## src/rtl/sdram_line_requester.sv

```systemverilog
// Single-line write-back buffer that turns 32-bit CPU word accesses into
// whole 8 x 16-bit line transactions towards the SDRAM wrapper user port.
module sdram_line_requester #(
  parameter int CPU_ADDR_W = 25,
  parameter int MEM_ADDR_W = 24,
  parameter int TAG_W      = 21
) (
  input  logic                  clk,
  input  logic                  rst,
  input  logic                  cpu_valid,
  input  logic                  cpu_wr,
  input  logic [CPU_ADDR_W-1:0] cpu_addr,
  input  logic [31:0]           cpu_wdata,
  input  logic [3:0]            cpu_be,
  output logic                  cpu_ready,
  output logic [31:0]           cpu_rdata,
  input  logic                  flush,
  output logic                  flush_done,
  output logic                  busy,
  output logic [MEM_ADDR_W-1:0] mem_addr,
  output logic                  mem_wr,
  output logic                  mem_rd,
  output logic                  mem_valid,
  output logic [127:0]          mem_line_out,
  input  logic [127:0]          mem_line_in,
  input  logic                  mem_done,
  input  logic                  mem_init_done
);

  typedef enum logic [1:0] {
    S_IDLE,
    S_WB,
    S_FILL,
    S_RESP
  } state_e;

  state_e                  state_q, state_d;
  logic                    buf_valid_q, buf_valid_d;
  logic                    buf_dirty_q, buf_dirty_d;
  logic                    flush_pending_q, flush_pending_d;
  logic [TAG_W-1:0]        buf_tag_q, buf_tag_d;
  logic [127:0]            line_q, line_d;
  logic                    mem_valid_q, mem_valid_d;
  logic                    mem_wr_q, mem_wr_d;
  logic                    mem_rd_q, mem_rd_d;
  logic [MEM_ADDR_W-1:0]   mem_addr_q, mem_addr_d;
  logic [127:0]            mem_line_out_q, mem_line_out_d;
  logic                    flush_done_q, flush_done_d;

  logic [TAG_W-1:0]        req_tag;
  logic [1:0]              req_word;
  logic                    hit;
  logic                    done_seen;
  logic                    start_wb;
  logic                    start_fill;
  logic                    unused_addr_lsb;

  assign req_tag         = cpu_addr[CPU_ADDR_W-1:4];
  assign req_word        = cpu_addr[3:2];
  assign unused_addr_lsb = ^cpu_addr[1:0];
  assign hit             = buf_valid_q && (req_tag == buf_tag_q);
  // A stray mem_done while no request is outstanding must not be acted on.
  assign done_seen       = mem_done && mem_valid_q;

  always_comb begin
    // NOTE: every _d starts from its _q value, so no path through this block can infer a latch.
    state_d         = state_q;
    buf_valid_d     = buf_valid_q;
    buf_dirty_d     = buf_dirty_q;
    flush_pending_d = flush_pending_q;
    buf_tag_d       = buf_tag_q;
    line_d          = line_q;
    mem_valid_d     = mem_valid_q;
    mem_wr_d        = mem_wr_q;
    mem_rd_d        = mem_rd_q;
    mem_addr_d      = mem_addr_q;
    mem_line_out_d  = mem_line_out_q;
    flush_done_d    = 1'b0;
    start_wb        = 1'b0;
    start_fill      = 1'b0;

    case (state_q)
      S_IDLE: begin
        if (mem_init_done) begin
          if (flush) begin
            if (buf_valid_q && buf_dirty_q) begin
              state_d         = S_WB;
              flush_pending_d = 1'b1;
              start_wb        = 1'b1;
            end else begin
              buf_valid_d  = 1'b0;
              flush_done_d = 1'b1;
            end
          end else if (cpu_valid) begin
            if (hit) begin
              state_d = S_RESP;
            end else if (buf_valid_q && buf_dirty_q) begin
              state_d  = S_WB;
              start_wb = 1'b1;
            end else begin
              state_d    = S_FILL;
              start_fill = 1'b1;
            end
          end
        end
      end

      S_WB: begin
        if (done_seen) begin
          mem_valid_d = 1'b0;
          mem_wr_d    = 1'b0;
          buf_dirty_d = 1'b0;
          if (flush_pending_q) begin
            buf_valid_d     = 1'b0;
            flush_pending_d = 1'b0;
            flush_done_d    = 1'b1;
            state_d         = S_IDLE;
          end else begin
            state_d = S_FILL;
          end
        end
      end

      S_FILL: begin
        // After a write-back, valid spends one cycle low before the read is issued.
        if (!mem_valid_q) begin
          start_fill = 1'b1;
        end else if (mem_done) begin
          line_d      = mem_line_in;
          buf_tag_d   = mem_addr_q[MEM_ADDR_W-1:3];
          buf_valid_d = 1'b1;
          buf_dirty_d = 1'b0;
          mem_valid_d = 1'b0;
          mem_rd_d    = 1'b0;
          state_d     = S_RESP;
        end
      end

      S_RESP: begin
        if (cpu_wr) begin
          for (int b = 0; b < 4; b++) begin
            if (cpu_be[b]) begin
              line_d[32*int'(req_word) + 8*b +: 8] = cpu_wdata[8*b +: 8];
            end
          end
          buf_dirty_d = 1'b1;
        end
        state_d = S_IDLE;
      end

      default: state_d = S_IDLE;
    endcase

    if (start_wb) begin
      mem_valid_d    = 1'b1;
      mem_wr_d       = 1'b1;
      mem_rd_d       = 1'b0;
      mem_addr_d     = {buf_tag_q, 3'b000};
      mem_line_out_d = line_q;
    end
    if (start_fill) begin
      mem_valid_d = 1'b1;
      mem_wr_d    = 1'b0;
      mem_rd_d    = 1'b1;
      mem_addr_d  = {req_tag, 3'b000};
    end
  end

  always_ff @(posedge clk) begin
    // NOTE: sequential state uses <= only, so every register samples pre-edge values.
    if (rst) begin
      state_q         <= S_IDLE;
      buf_valid_q     <= 1'b0;
      buf_dirty_q     <= 1'b0;
      flush_pending_q <= 1'b0;
      buf_tag_q       <= '0;
      // NOTE: the line storage is a plain register and is cleared so its reset contents are defined.
      line_q          <= '0;
      mem_valid_q     <= 1'b0;
      mem_wr_q        <= 1'b0;
      mem_rd_q        <= 1'b0;
      mem_addr_q      <= '0;
      mem_line_out_q  <= '0;
      flush_done_q    <= 1'b0;
    end else begin
      state_q         <= state_d;
      buf_valid_q     <= buf_valid_d;
      buf_dirty_q     <= buf_dirty_d;
      flush_pending_q <= flush_pending_d;
      buf_tag_q       <= buf_tag_d;
      line_q          <= line_d;
      mem_valid_q     <= mem_valid_d;
      mem_wr_q        <= mem_wr_d;
      mem_rd_q        <= mem_rd_d;
      mem_addr_q      <= mem_addr_d;
      mem_line_out_q  <= mem_line_out_d;
      flush_done_q    <= flush_done_d;
    end
  end

  always_comb begin
    cpu_rdata = '0;
    if ((state_q == S_RESP) && !cpu_wr) begin
      cpu_rdata = line_q[32*int'(req_word) +: 32];
    end
  end

  assign cpu_ready    = (state_q == S_RESP);
  assign busy         = (state_q != S_IDLE);
  assign flush_done   = flush_done_q;
  assign mem_valid    = mem_valid_q;
  assign mem_wr       = mem_wr_q;
  assign mem_rd       = mem_rd_q;
  assign mem_addr     = mem_addr_q;
  assign mem_line_out = mem_line_out_q;

endmodule

```

## config.mk

```make
export PLATFORM = sky130hd
export DESIGN_NAME = sdram_line_requester
export DESIGN_NICKNAME = d
export VERILOG_FILES = /design/src/rtl/sdram_line_requester.sv
export SDC_FILE = /design/constraint.sdc
export NUM_CORES = 1
export LEC_CHECK = 0
export BUFFER_PORTS_ARGS = -buffer_cell sky130_fd_sc_hd__buf_2
export CORE_ASPECT_RATIO = 1.25
export CORE_MARGIN = 5
export CORE_UTILIZATION = 47
export CTS_CLUSTER_DIAMETER = 50
export DETAILED_ROUTE_END_ITERATION = 10
export PLACE_DENSITY = 0.83
export SLEW_MARGIN = 25
export SYNTH_ARGS = -nofsm -noshare
export SYNTH_HDL_FRONTEND = slang
export SYNTH_SLANG_ARGS = --single-unit
```

## constraint.sdc

```tcl
create_clock -name clk -period 2.2 [get_ports clk]
set_input_delay 0.44 -clock clk [delete_from_list [all_inputs] [get_ports clk]]
set_output_delay 0.44 -clock clk [all_outputs]
set_load 0.1 [all_outputs]
```

==> flow_metrics.env, run 1 <==
export IMPL_period_share_pct=104.4
export IMPL_synth_top_area_cell="dfxtp_1"
export IMPL_drtAntennaViolNets=0
export IMPL_leakage_nw=7.410
export IMPL_yosysUniqueCellTypes=50
export IMPL_syn_avg_cell_area_um2=8.170
export IMPL_start_util_pct=47.81
export IMPL_crit_arrival_ns=1.86
export IMPL_clk_pin_slew_ns=0.06
export IMPL_postLayoutCoreUtil_pct=65.65
export IMPL_pre_cts_slack_ns=-0.1675
export IMPL_drc_errors=0
export IMPL_grt_pass1_vias=13960
export IMPL_cts_sinks=307
export IMPL_whs_ns=0.2662
export IMPL_maxSlewViolCount=0
export IMPL_slew_headroom_pct=49.76
export IMPL_start_kind="flop"
export IMPL_io_pins=386
export IMPL_ctsHoldBuffers=0
export IMPL_final_area_mm2=0.01926
export IMPL_avgRoutedWirePerCell_um=21.01
export IMPL_crit_chain="ha_4 > buf_6 > nand2b_4 > buf_12 > buf_12 > nor2b_4 > buf_12"
export IMPL_die_h_um=203.2
export IMPL_share_comb_of_total_power_pct=20.4
export IMPL_core_area_mm2=0.02934
export IMPL_skew_ns=0.01287
export IMPL_cp_top_family="buffers and inverters"
export IMPL_power_density_mw_per_mm2=782.2
export IMPL_synth_top_area_share_pct=43.81
export IMPL_maxCapViolCount=0
export IMPL_yosysSeqAreaShare_pct=43.81
export IMPL_dpl_cell_area_mm2=0.01733
export IMPL_period_needed_ns=2.297
export IMPL_grtUsageTotal_pct=28.52
export IMPL_pwr_share_seq_pct=40.6
export IMPL_root_buffer="clkbuf_16"
export IMPL_power_switching_mw=4.591
export IMPL_clk_path_buf_depth=3
export IMPL_worst_slew_pin_transition_ns=0.7536
export IMPL_numPortBuffers=380
export IMPL_tritoncts="yes"
export IMPL_syn_to_final_growth_pct=37.30
export IMPL_synth_seq_cells=307
export IMPL_synthTopCellsByArea="dfxtp_1 (44%), a21oi_1 (11%), nand2_1 (9.6%)"
export IMPL_nNetsFinal=2300
export IMPL_hold_viol=0
export IMPL_switching_share_pct=30.48
export IMPL_p_clk_share_pct=39.0
export IMPL_wl_mm=52.94
export IMPL_grt_max_degree=76
export IMPL_crit_path_frequent_cell="buf_12"
export IMPL_hold_class="in2reg"
export IMPL_drive_above_1_share_pct=30.95
export IMPL_die_area_mm2=0.03342
export IMPL_crit_type="reg2out"
export IMPL_worst_ir_drop_vdd_mv=0.8049
export IMPL_netlist_area_mm2=0.01403
export IMPL_globalplace_congestion=0.9340
export IMPL_path_max_fanout=7
export IMPL_dp_hpwl_mm=34.66
export IMPL_drt_initial_drc_count=1667
export IMPL_die_width_um=164.5
export IMPL_clkLatencyLatePin_ns=0.51
export IMPL_end_kind="output port"
export IMPL_h_tree_depth=2
export IMPL_crit_buf_inv=4
export IMPL_fmax_ghz=0.4353
export IMPL_finalSetupViolCount=59
export IMPL_cts_buffers=34
export IMPL_yosysWarnings=0
export IMPL_cpPeakStageDelay_ns=0.36
export IMPL_vias_per_cell=5.812
export IMPL_fin_ws_ns=-0.09728
export IMPL_violations="negative setup slack"
export IMPL_grt_pass1_wl_mm=75.93
export IMPL_power_internal_mw=10.47
export IMPL_required_ns=1.76
export IMPL_outcome="complete, but fails checks"
export IMPL_rsz0062_at_grt="yes"
export IMPL_via_count=14650
export IMPL_antenna_found_initial=15
export IMPL_first_pass_iters=6
export IMPL_syn_inst=1717
export IMPL_rows=70
export IMPL_grt_overflow=0
export IMPL_slowest_stage="dfxtp_4"
[logic make-up (layout without fill, tap and decap cells)]
kind of cell | Yosys count | count (layout) | share of synthesized area, %
other | 1 | 11 | 0.02673
AND/OR/NAND/NOR | 729 | 729 | 23.65
AO/OA/AOI/OAI | 473 | 474 | 20.04
XOR/XNOR | 21 | 21 | 1.311
adder cells (fa/ha/maj) | 9 | 9 | 0.8027
buffers and inverters | 144 | 540 | 5.146
multiplexers | 33 | 33 | 5.209
flip-flops | 307 | 307 | 43.81
[layout by cell type, fill, tap and decap left out, types with 5 or more instances in the layout]
master     instances
inv_1              6
clkbuf_16         43
and2_1             7
nor2b_1          134
nand2_1          356
dfxtp_1          299
diode_2            8
clkbuf_8          10
a311oi_2           7
buf_16             8
nand3_1            8
a21oi_1          293
mux4_2            32
a211oi_1         128
buf_2            345
a21oi_2           12
a311oi_1          14
nor2b_4           32
xor2_1            11
nor2_1           151
buf_12            57
dfxtp_2            6
and2_4             5
buf_6              9
xnor2_1            5
buf_4             49
ha_1               7
[flip-flops by register name, indices dropped and copies added, names as in the netlist]
register / count
mem_valid: 1
buf_tag_q: 21
buf_valid_q: 1
state_q: 2
flush_pending_q: 1
mem_rd: 1
buf_dirty_q: 1
line_q: 128
flush_done: 1
mem_wr: 1
mem_addr: 21
mem_line_out: 128
[per-stage QoR]
step	TNS (ns)	total power, mW	std cells
after floorplan	-1.229	8.262	1719
after global placement	-1.825	8.960	2423
after detailed placement	-7.588	9.041	2423
after CTS	-2.507	14.95	2497
after global routing	-8.745	15.54	2519
final	-2.704	15.07	2520
[area by class of cell]
class | instances | area [µm²]
multi-input cells | 1269 | 7654
inverters | 7 | 30.03
flip-flops and latches | 307 | 6161
well taps | 396 | 495.5
clock inverters | 6 | 85.08
clock buffers | 51 | 1079
repair buffers | 476 | 3737
diodes | 8 | 20.02
fillers | 2328 | 10080
[per-layer routing]
layer | track usage (%) | vias to the layer above | routed length [µm] | part of all wire [%]
met2 | 48.87 | 940 | 25780 | 49
met1 | 34.08 | 6803 | 18920 | 36
li1 | - | 6669 | - | -
met5 | 0 | - | 103 | 0.19
met3 | 6.509 | 218 | 5386 | 10
met4 | 12.33 | 16 | 2756 | 5.2
[worst paths after layout]
check	slack (ns)	startpoint	to	cells past startpoint
hold reg to reg	0.45	mem_line_out[66]$_SDFFE_PP0P_	mem_line_out[66]$_SDFFE_PP0P_	2
setup / recovery	-0.1	state_q[1]$_SDFFE_PP0P_	cpu_rdata[2]	7
hold / removal	0.27	cpu_addr[22]	mem_addr[21]$_SDFFE_PP0P_	3
setup reg to reg	-0.04	state_q[1]$_SDFFE_PP0P_	mem_addr[9]$_SDFFE_PP0P_	10
[what timing repair did]
action,4_1_cts,5_1_grt
cloned,6,8
setup buffers,11,7
resized for setup,24,53
pin swaps,3,18
endpoints found under the setup margin,37,230
[worst reg2reg max path, cell delays in order (launching register included)]
cell and delay [ns]:
dfxtp_4 0.35, buf_4 0.14, inv_1 0.08, ha_1 0.17, nand2_1 0.09, nor2_1 0.15, o21ai_2 0.14, a41oi_4 0.39
buf_12 0.23, nand2_1 0.09, a311oi_1 0.29
[synth_stat cells (all sizes together)]
cell / count
a211oi: 128
a21o: 1
a21oi: 305
a22oi: 1
a311oi: 21
a31oi: 1
a41o: 1
a41oi: 1
and2: 15
and3: 1
and4: 1
buf: 70
clkbuf: 66
conb: 1
dfxtp: 307
dlygate4sd1: 1
ha: 9
inv: 7
mux2i: 1
mux4: 32
nand2: 357
nand2b: 5
nand3: 8
nand3b: 3
nand4: 3
nor2: 154
nor2b: 166
nor3: 5
nor3b: 2
nor4: 4
nor4b: 2
o211ai: 1
o21ai: 10
o22ai: 1
o31ai: 2
or2: 1
or3: 2
xnor2: 9
xor2: 12
[power groups by stage]
stage | Sequential, mW | Clock (mW) | Combinational, mW
after floorplan | 6.97 | 0 | 1.29
after global placement | 6.20 | 0 | 2.76
after detailed placement | 6.22 | 0 | 2.82
after CTS | 6.10 | 5.93 | 2.92
after global routing | 6.14 | 6.17 | 3.23
final | 6.12 | 5.88 | 3.07
No activity file was read; power rests on OpenSTA's default activity.
==> inputs of run 2 (changes only) <==
Settings changed: CORE_UTILIZATION 47 to 48, PLACE_DENSITY 0.83 to 0.84.
==> flow_metrics.env, run 2 (synthesis results as in run 1) <==
export IMPL_leakage_nw=7.123
export IMPL_grt_pass1_wl_mm=74.75
export IMPL_period_needed_ns=2.250
export IMPL_core_area_mm2=0.02908
export IMPL_worstHoldPathCells=3
export IMPL_worst_r2r_path_depth=9
export IMPL_drtAntennaViolNets=0
export IMPL_end_kind="output port"
export IMPL_worst_slew_pin_transition_ns=0.5629
export IMPL_drc_errors=0
export IMPL_die_width_um=162.9
export IMPL_fin_ws_ns=-0.04967
export IMPL_layoutNonFillerInstCount=2498
export IMPL_cts_buffers=31
export IMPL_clkLatencyLatePin_ns=0.56
export IMPL_postLayoutCoreUtil_pct=64.00
export IMPL_fmax_ghz=0.4445
export IMPL_required_ns=1.76
export IMPL_antenna_found_initial=9
export IMPL_crit_arrival_ns=1.81
export IMPL_rsz0062_at_grt="yes"
export IMPL_pre_cts_slack_ns=-0.1549
export IMPL_via_count=14050
export IMPL_first_pass_iters=5
export IMPL_pwr_share_seq_pct=42.6
export IMPL_violations="negative setup slack"
export IMPL_worstReg2RegStart="state_q[1]$_SDFFE_PP0P_"
export IMPL_grt_pass1_vias=14010
export IMPL_rows=70
export IMPL_path_max_fanout=7
export IMPL_cpPeakStageDelay_ns=0.37
export IMPL_placed_cells=2431
export IMPL_root_buffer="clkbuf_16"
export IMPL_slowest_stage="dfxtp_4"
export IMPL_dp_hpwl_mm=34.54
export IMPL_crit_chain="ha_4 > nand2b_4 > buf_12 > nor2b_4 > buf_12"
export IMPL_die_area_mm2=0.03277
export IMPL_layout_common_cells="nand2_1 (357), buf_2 (345), a21oi_1 (304), dfxtp_1 (303), nor2_1 (153)"
export IMPL_syn_to_final_growth_pct=32.66
export IMPL_worst_ir_drop_vdd_mv=0.5435
export IMPL_crit_path_frequent_cell="buf_12"
export IMPL_avgRoutedWirePerCell_um=19.07
export IMPL_slew_headroom_pct=62.73
export IMPL_power_switching_mw=4.494
export IMPL_share_comb_of_total_power_pct=20.2
export IMPL_grt_overflow=0
export IMPL_hold_viol=0
export IMPL_p_clk_share_pct=37.2
export IMPL_io_pins=386
export IMPL_vias_per_cell=5.623
export IMPL_grt_max_degree=89
export IMPL_start_kind="flop"
export IMPL_clk_path_buf_depth=3
export IMPL_cts_sinks=307
export IMPL_layout_cells_most_common="nand2_1"
export IMPL_maxSlewViolCount=0
export IMPL_start_util_pct=48.24
export IMPL_crit_type="reg2out"
export IMPL_drive_above_1_share_pct=28.91
export IMPL_min_to="mem_addr[14]$_SDFFE_PP0P_"
export IMPL_cp_startpoint="state_q[1]$_SDFFE_PP0P_"
export IMPL_crit_buf_inv=2
export IMPL_hold_class="in2reg"
export IMPL_clk_pin_slew_ns=0.07
export IMPL_period_share_pct=102.3
export IMPL_nNetsFinal=2278
export IMPL_wl_mm=47.63
export IMPL_power_density_mw_per_mm2=771.0
export IMPL_numPortBuffers=380
export IMPL_rrSetupSlack_ns=0.06
export IMPL_cp_top_family="buffers and inverters"
export IMPL_power_internal_mw=9.855
export IMPL_tritoncts="yes"
export IMPL_min_from="cpu_addr[15]"
export IMPL_finalSetupViolCount=19
export IMPL_globalplace_congestion=0.8969
export IMPL_skew_ns=0.01340
export IMPL_die_h_um=201.1
export IMPL_switching_share_pct=31.32
export IMPL_reg2reg_to="line_q[20]$_SDFFE_PP0P_"
export IMPL_grtUsageTotal_pct=27.90
export IMPL_h_tree_depth=1
export IMPL_outcome="complete, but fails checks"
export IMPL_drt_initial_drc_count=1319
export IMPL_maxCapViolCount=0
-- run 2: cell count changes in the layout (fill, tap and decap cells not counted), moves of 6 or more --
| cell | previous run | this run |
|---|---|---|
| buf_6 | 9 | 2 |
| a311oi_2 | 7 | 1 |
| buf_16 | 8 | 1 |
| a311oi_1 | 14 | 20 |
| clkbuf_16 | 43 | 31 |
| a21oi_1 | 293 | 304 |
| a21oi_2 | 12 | 1 |
-- run 2: cell type report --
cell class	instances	area [µm²]
fillers	2372	10470
multi-input cells	1268	7500
flip-flops and latches	307	6156
repair buffers	458	3381
clock buffers	43	890.9
well taps	396	495.5
clock inverters	13	142.6
inverters	7	30.03
diodes	6	15.01
-- run 2: through the flow --
stage          power (mW)  TNS (ns)  hold slack, ns  cell area (µm²)
2_1_floorplan       8.262    -1.229          0.4421            14390
3_3_place_gp        8.945    -2.003          0.4408            17400
3_5_place_dp        9.016    -9.136          0.4444            17400
4_1_cts             14.35    -1.060          0.1832            18540
5_1_grt             14.85    -1.600          0.2118            18610
6_report            14.35   -0.2671          0.2084            18610
-- run 2: power groups by stage --
stage | sequential (mW) | clock, mW | combinational [mW]
2_1_floorplan | 6.97 | 0 | 1.29
3_3_place_gp | 6.20 | 0 | 2.75
3_5_place_dp | 6.22 | 0 | 2.79
4_1_cts | 6.10 | 5.39 | 2.87
5_1_grt | 6.14 | 5.64 | 3.07
6_report | 6.11 | 5.34 | 2.90
-- run 2: tightest hold or removal path, delay by kind of cell --
family / cells / cell delay [ns]
AOI/OAI and AO/OA: 2 / 0.17
buffers and inverters: 1 / 0.11
-- run 2: what timing repair did --
item | CTS | global route
hold buffers | 0 | 0
setup buffers | 4 | 0
hold endpoints to repair | 0 | 0
pin swaps | 1 | 1
gates resized for setup | 15 | 19
cloned | 1 | 0
endpoints found under the setup margin | 34 | 137
-- run 2: worst max-delay path by stage --
stage               cells past startpoint  slack [ns]                         to
finish                                  5       -0.05              cpu_rdata[16]
global route                            5       -0.09              cpu_rdata[16]
global placement                        9       -0.04  mem_addr[11]$_SDFFE_PP0P_
floorplan                               6       -0.04              cpu_rdata[10]
detailed placement                      8       -0.15   line_q[104]$_SDFFE_PP0P_
CTS                                     5       -0.08              cpu_rdata[16]
-- run 2: routing by layer --
layer | vias up | global-route usage (%) | share of wire (%)
li1 | 6589 | - | -
met1 | 6566 | 34.56 | 38
met2 | 722 | 47.11 | 49
met3 | 163 | 4.569 | 7.8
met4 | 6 | 13.43 | 5.0
met5 | - | 0 | 0.071
==> inputs of run 3 (changes only) <==
Settings changed: PLACE_DENSITY 0.84 to 0.88.
==> flow_metrics.env, run 3 (synthesis results as in run 1) <==
export IMPL_power_internal_mw=9.621
export IMPL_dp_hpwl_mm=34.37
export IMPL_period_needed_ns=2.244
export IMPL_syn_to_final_growth_pct=33.41
export IMPL_worst_slew_pin_transition_ns=0.5770
export IMPL_end_kind="output port"
export IMPL_layout_common_cells="nand2_1 (357), buf_2 (345), a21oi_1 (304), dfxtp_1 (304), nor2_1 (153)"
export IMPL_die_h_um=201.1
export IMPL_power_density_mw_per_mm2=751.4
export IMPL_power_total_mw=14.06
export IMPL_ctsHoldBuffers=0
export IMPL_grtUsageTotal_pct=28.42
export IMPL_drtAntennaViolNets=0
export IMPL_layoutNonFillerInstCount=2506
export IMPL_outcome="complete, but fails checks"
export IMPL_placed_cells=2434
export IMPL_slowest_stage="dfxtp_4"
export IMPL_worst_ir_drop_vdd_mv=0.6450
export IMPL_die_width_um=162.9
export IMPL_via_count=14410
export IMPL_grt_max_degree=96
export IMPL_fin_ws_ns=-0.04402
export IMPL_final_area_mm2=0.01872
export IMPL_violations="negative setup slack"
export IMPL_cpPeakStageDelay_ns=0.37
export IMPL_start_kind="flop"
export IMPL_postLayoutCoreUtil_pct=64.36
export IMPL_maxCapViolCount=0
export IMPL_multi_input_area_mm2=0.007488
export IMPL_antenna_found_initial=9
export IMPL_crit_buf_inv=2
export IMPL_crit_arrival_ns=1.80
export IMPL_drive_above_1_share_pct=28.55
export IMPL_nNetsFinal=2288
export IMPL_grt_pass1_wl_mm=75.87
export IMPL_die_area_mm2=0.03277
export IMPL_crit_chain="ha_4 > nand2b_4 > clkbuf_16 > nor2b_4 > buf_12"
export IMPL_skew_ns=0.01115
export IMPL_hold_viol=0
export IMPL_cts_sinks=307
export IMPL_switching_share_pct=31.58
export IMPL_drc_errors=0
export IMPL_numPortBuffers=380
export IMPL_power_switching_mw=4.441
export IMPL_wl_mm=50.31
export IMPL_globalplace_congestion=0.8976
export IMPL_start_util_pct=48.24
export IMPL_clk_path_buf_depth=3
export IMPL_clk_pin_slew_ns=0.06
export IMPL_crit_type="reg2out"
export IMPL_vias_per_cell=5.749
export IMPL_tritoncts="yes"
export IMPL_dpl_cell_area_mm2=0.01750
export IMPL_path_max_fanout=8
export IMPL_slew_headroom_pct=61.80
export IMPL_io_pins=386
export IMPL_maxSlewViolCount=0
export IMPL_cts_buffers=31
export IMPL_avgRoutedWirePerCell_um=20.08
export IMPL_required_ns=1.76
export IMPL_hold_class="in2reg"
export IMPL_layout_cells_most_common="nand2_1"
export IMPL_grt_overflow=0
export IMPL_clkLatencyLatePin_ns=0.55
export IMPL_cp_top_family="buffers and inverters"
export IMPL_h_tree_depth=1
export IMPL_core_area_mm2=0.02908
export IMPL_rsz0062_at_grt="yes"
export IMPL_seq_area_mm2=0.006155
export IMPL_rows=70
export IMPL_period_share_pct=102.0
export IMPL_first_pass_iters=7
export IMPL_grt_pass1_vias=14270
export IMPL_p_clk_share_pct=35.4
export IMPL_finalSetupViolCount=22
export IMPL_share_comb_of_total_power_pct=21.2
export IMPL_drt_initial_drc_count=1287
export IMPL_fmax_ghz=0.4456
export IMPL_root_buffer="clkbuf_16"
export IMPL_fill_cells=2301
export IMPL_pwr_share_seq_pct=43.4
export IMPL_leakage_nw=7.169
export IMPL_fin_setup_tns_ns=-0.5129
==> run 3: cell count changes in the layout (fill, tap and decap cells not counted), sizes merged <==
cell    before  now
buf        458  465
bufinv       2    1
clkbuf      43   49
clkinv       6    5
diode        6    5
inv          9    7
==> run 3: cell type report <==
cell class | instances | area share (%)
Antenna cell | 5 | 0.06685
Clock buffer | 46 | 4.606
Clock inverter | 9 | 0.4412
Inverter | 7 | 0.1604
Multi-Input combinational cell | 1268 | 40.01
Sequential cell | 307 | 32.89
Tap cell | 396 | 2.647
Timing Repair Buffer | 468 | 19.18
==> run 3: power by group through the flow <==
stage / Sequential (mW) / Combinational, mW / Clock, mW
after detailed placement: 6.22 / 2.84 / 0
after CTS: 6.10 / 2.92 / 5.04
after global routing: 6.14 / 3.14 / 5.30
after global placement: 6.19 / 2.77 / 0
after floorplan: 6.97 / 1.29 / 0
final: 6.11 / 2.97 / 4.98
==> run 3: worst paths after layout <==
| check | start | cells past startpoint | to | slack (ns) |
|---|---|---|---|---|
| worst max register to register | state_q[0]$_SDFFE_PP0P_ | 8 | line_q[42]$_SDFFE_PP0P_ | 0.04 |
| worst max-delay path | state_q[0]$_SDFFE_PP0P_ | 5 | cpu_rdata[4] | -0.04 |
| worst min register to register | mem_line_out[21]$_SDFFE_PP0P_ | 2 | mem_line_out[21]$_SDFFE_PP0P_ | 0.45 |
| worst min-delay path | cpu_addr[13] | 3 | mem_addr[12]$_SDFFE_PP0P_ | 0.21 |
==> run 3: routing by layer <==
metal / GRT usage [%] / part of all wire (%) / vias to the layer above
met5: 0 / 0.14 / -
met3: 5.593 / 8.5 / 215
li1: - / - / 6626
met4: 15.37 / 5.8 / 10
met2: 47.49 / 48 / 855
met1: 34.31 / 37 / 6700
==> run 3: metrics by stage <==
step,worst slack (ns),hold WS [ns]
floorplan,-0.04097,0.4421
global placement,-0.06315,0.4395
detailed placement,-0.1387,0.4446
CTS,-0.1110,0.1906
global route,-0.1020,0.2202
finish,-0.04402,0.2147
==> run 3: worst reg2reg max path: stages (launching register included) <==
cell,delay (ns)
dfxtp_4,0.37
ha_4,0.17
buf_12,0.12
buf_4,0.13
buf_4,0.14
and4_1,0.27
and2_1,0.42
a21oi_1,0.14
a211oi_1,0.29
==> run 3: what timing repair did <==
item                                    CTS  global route
setup buffers                             5             3
gates cloned                              2             3
endpoints found under the setup margin   38           244
gates resized for setup                  11            15
pin swaps                                 1             1
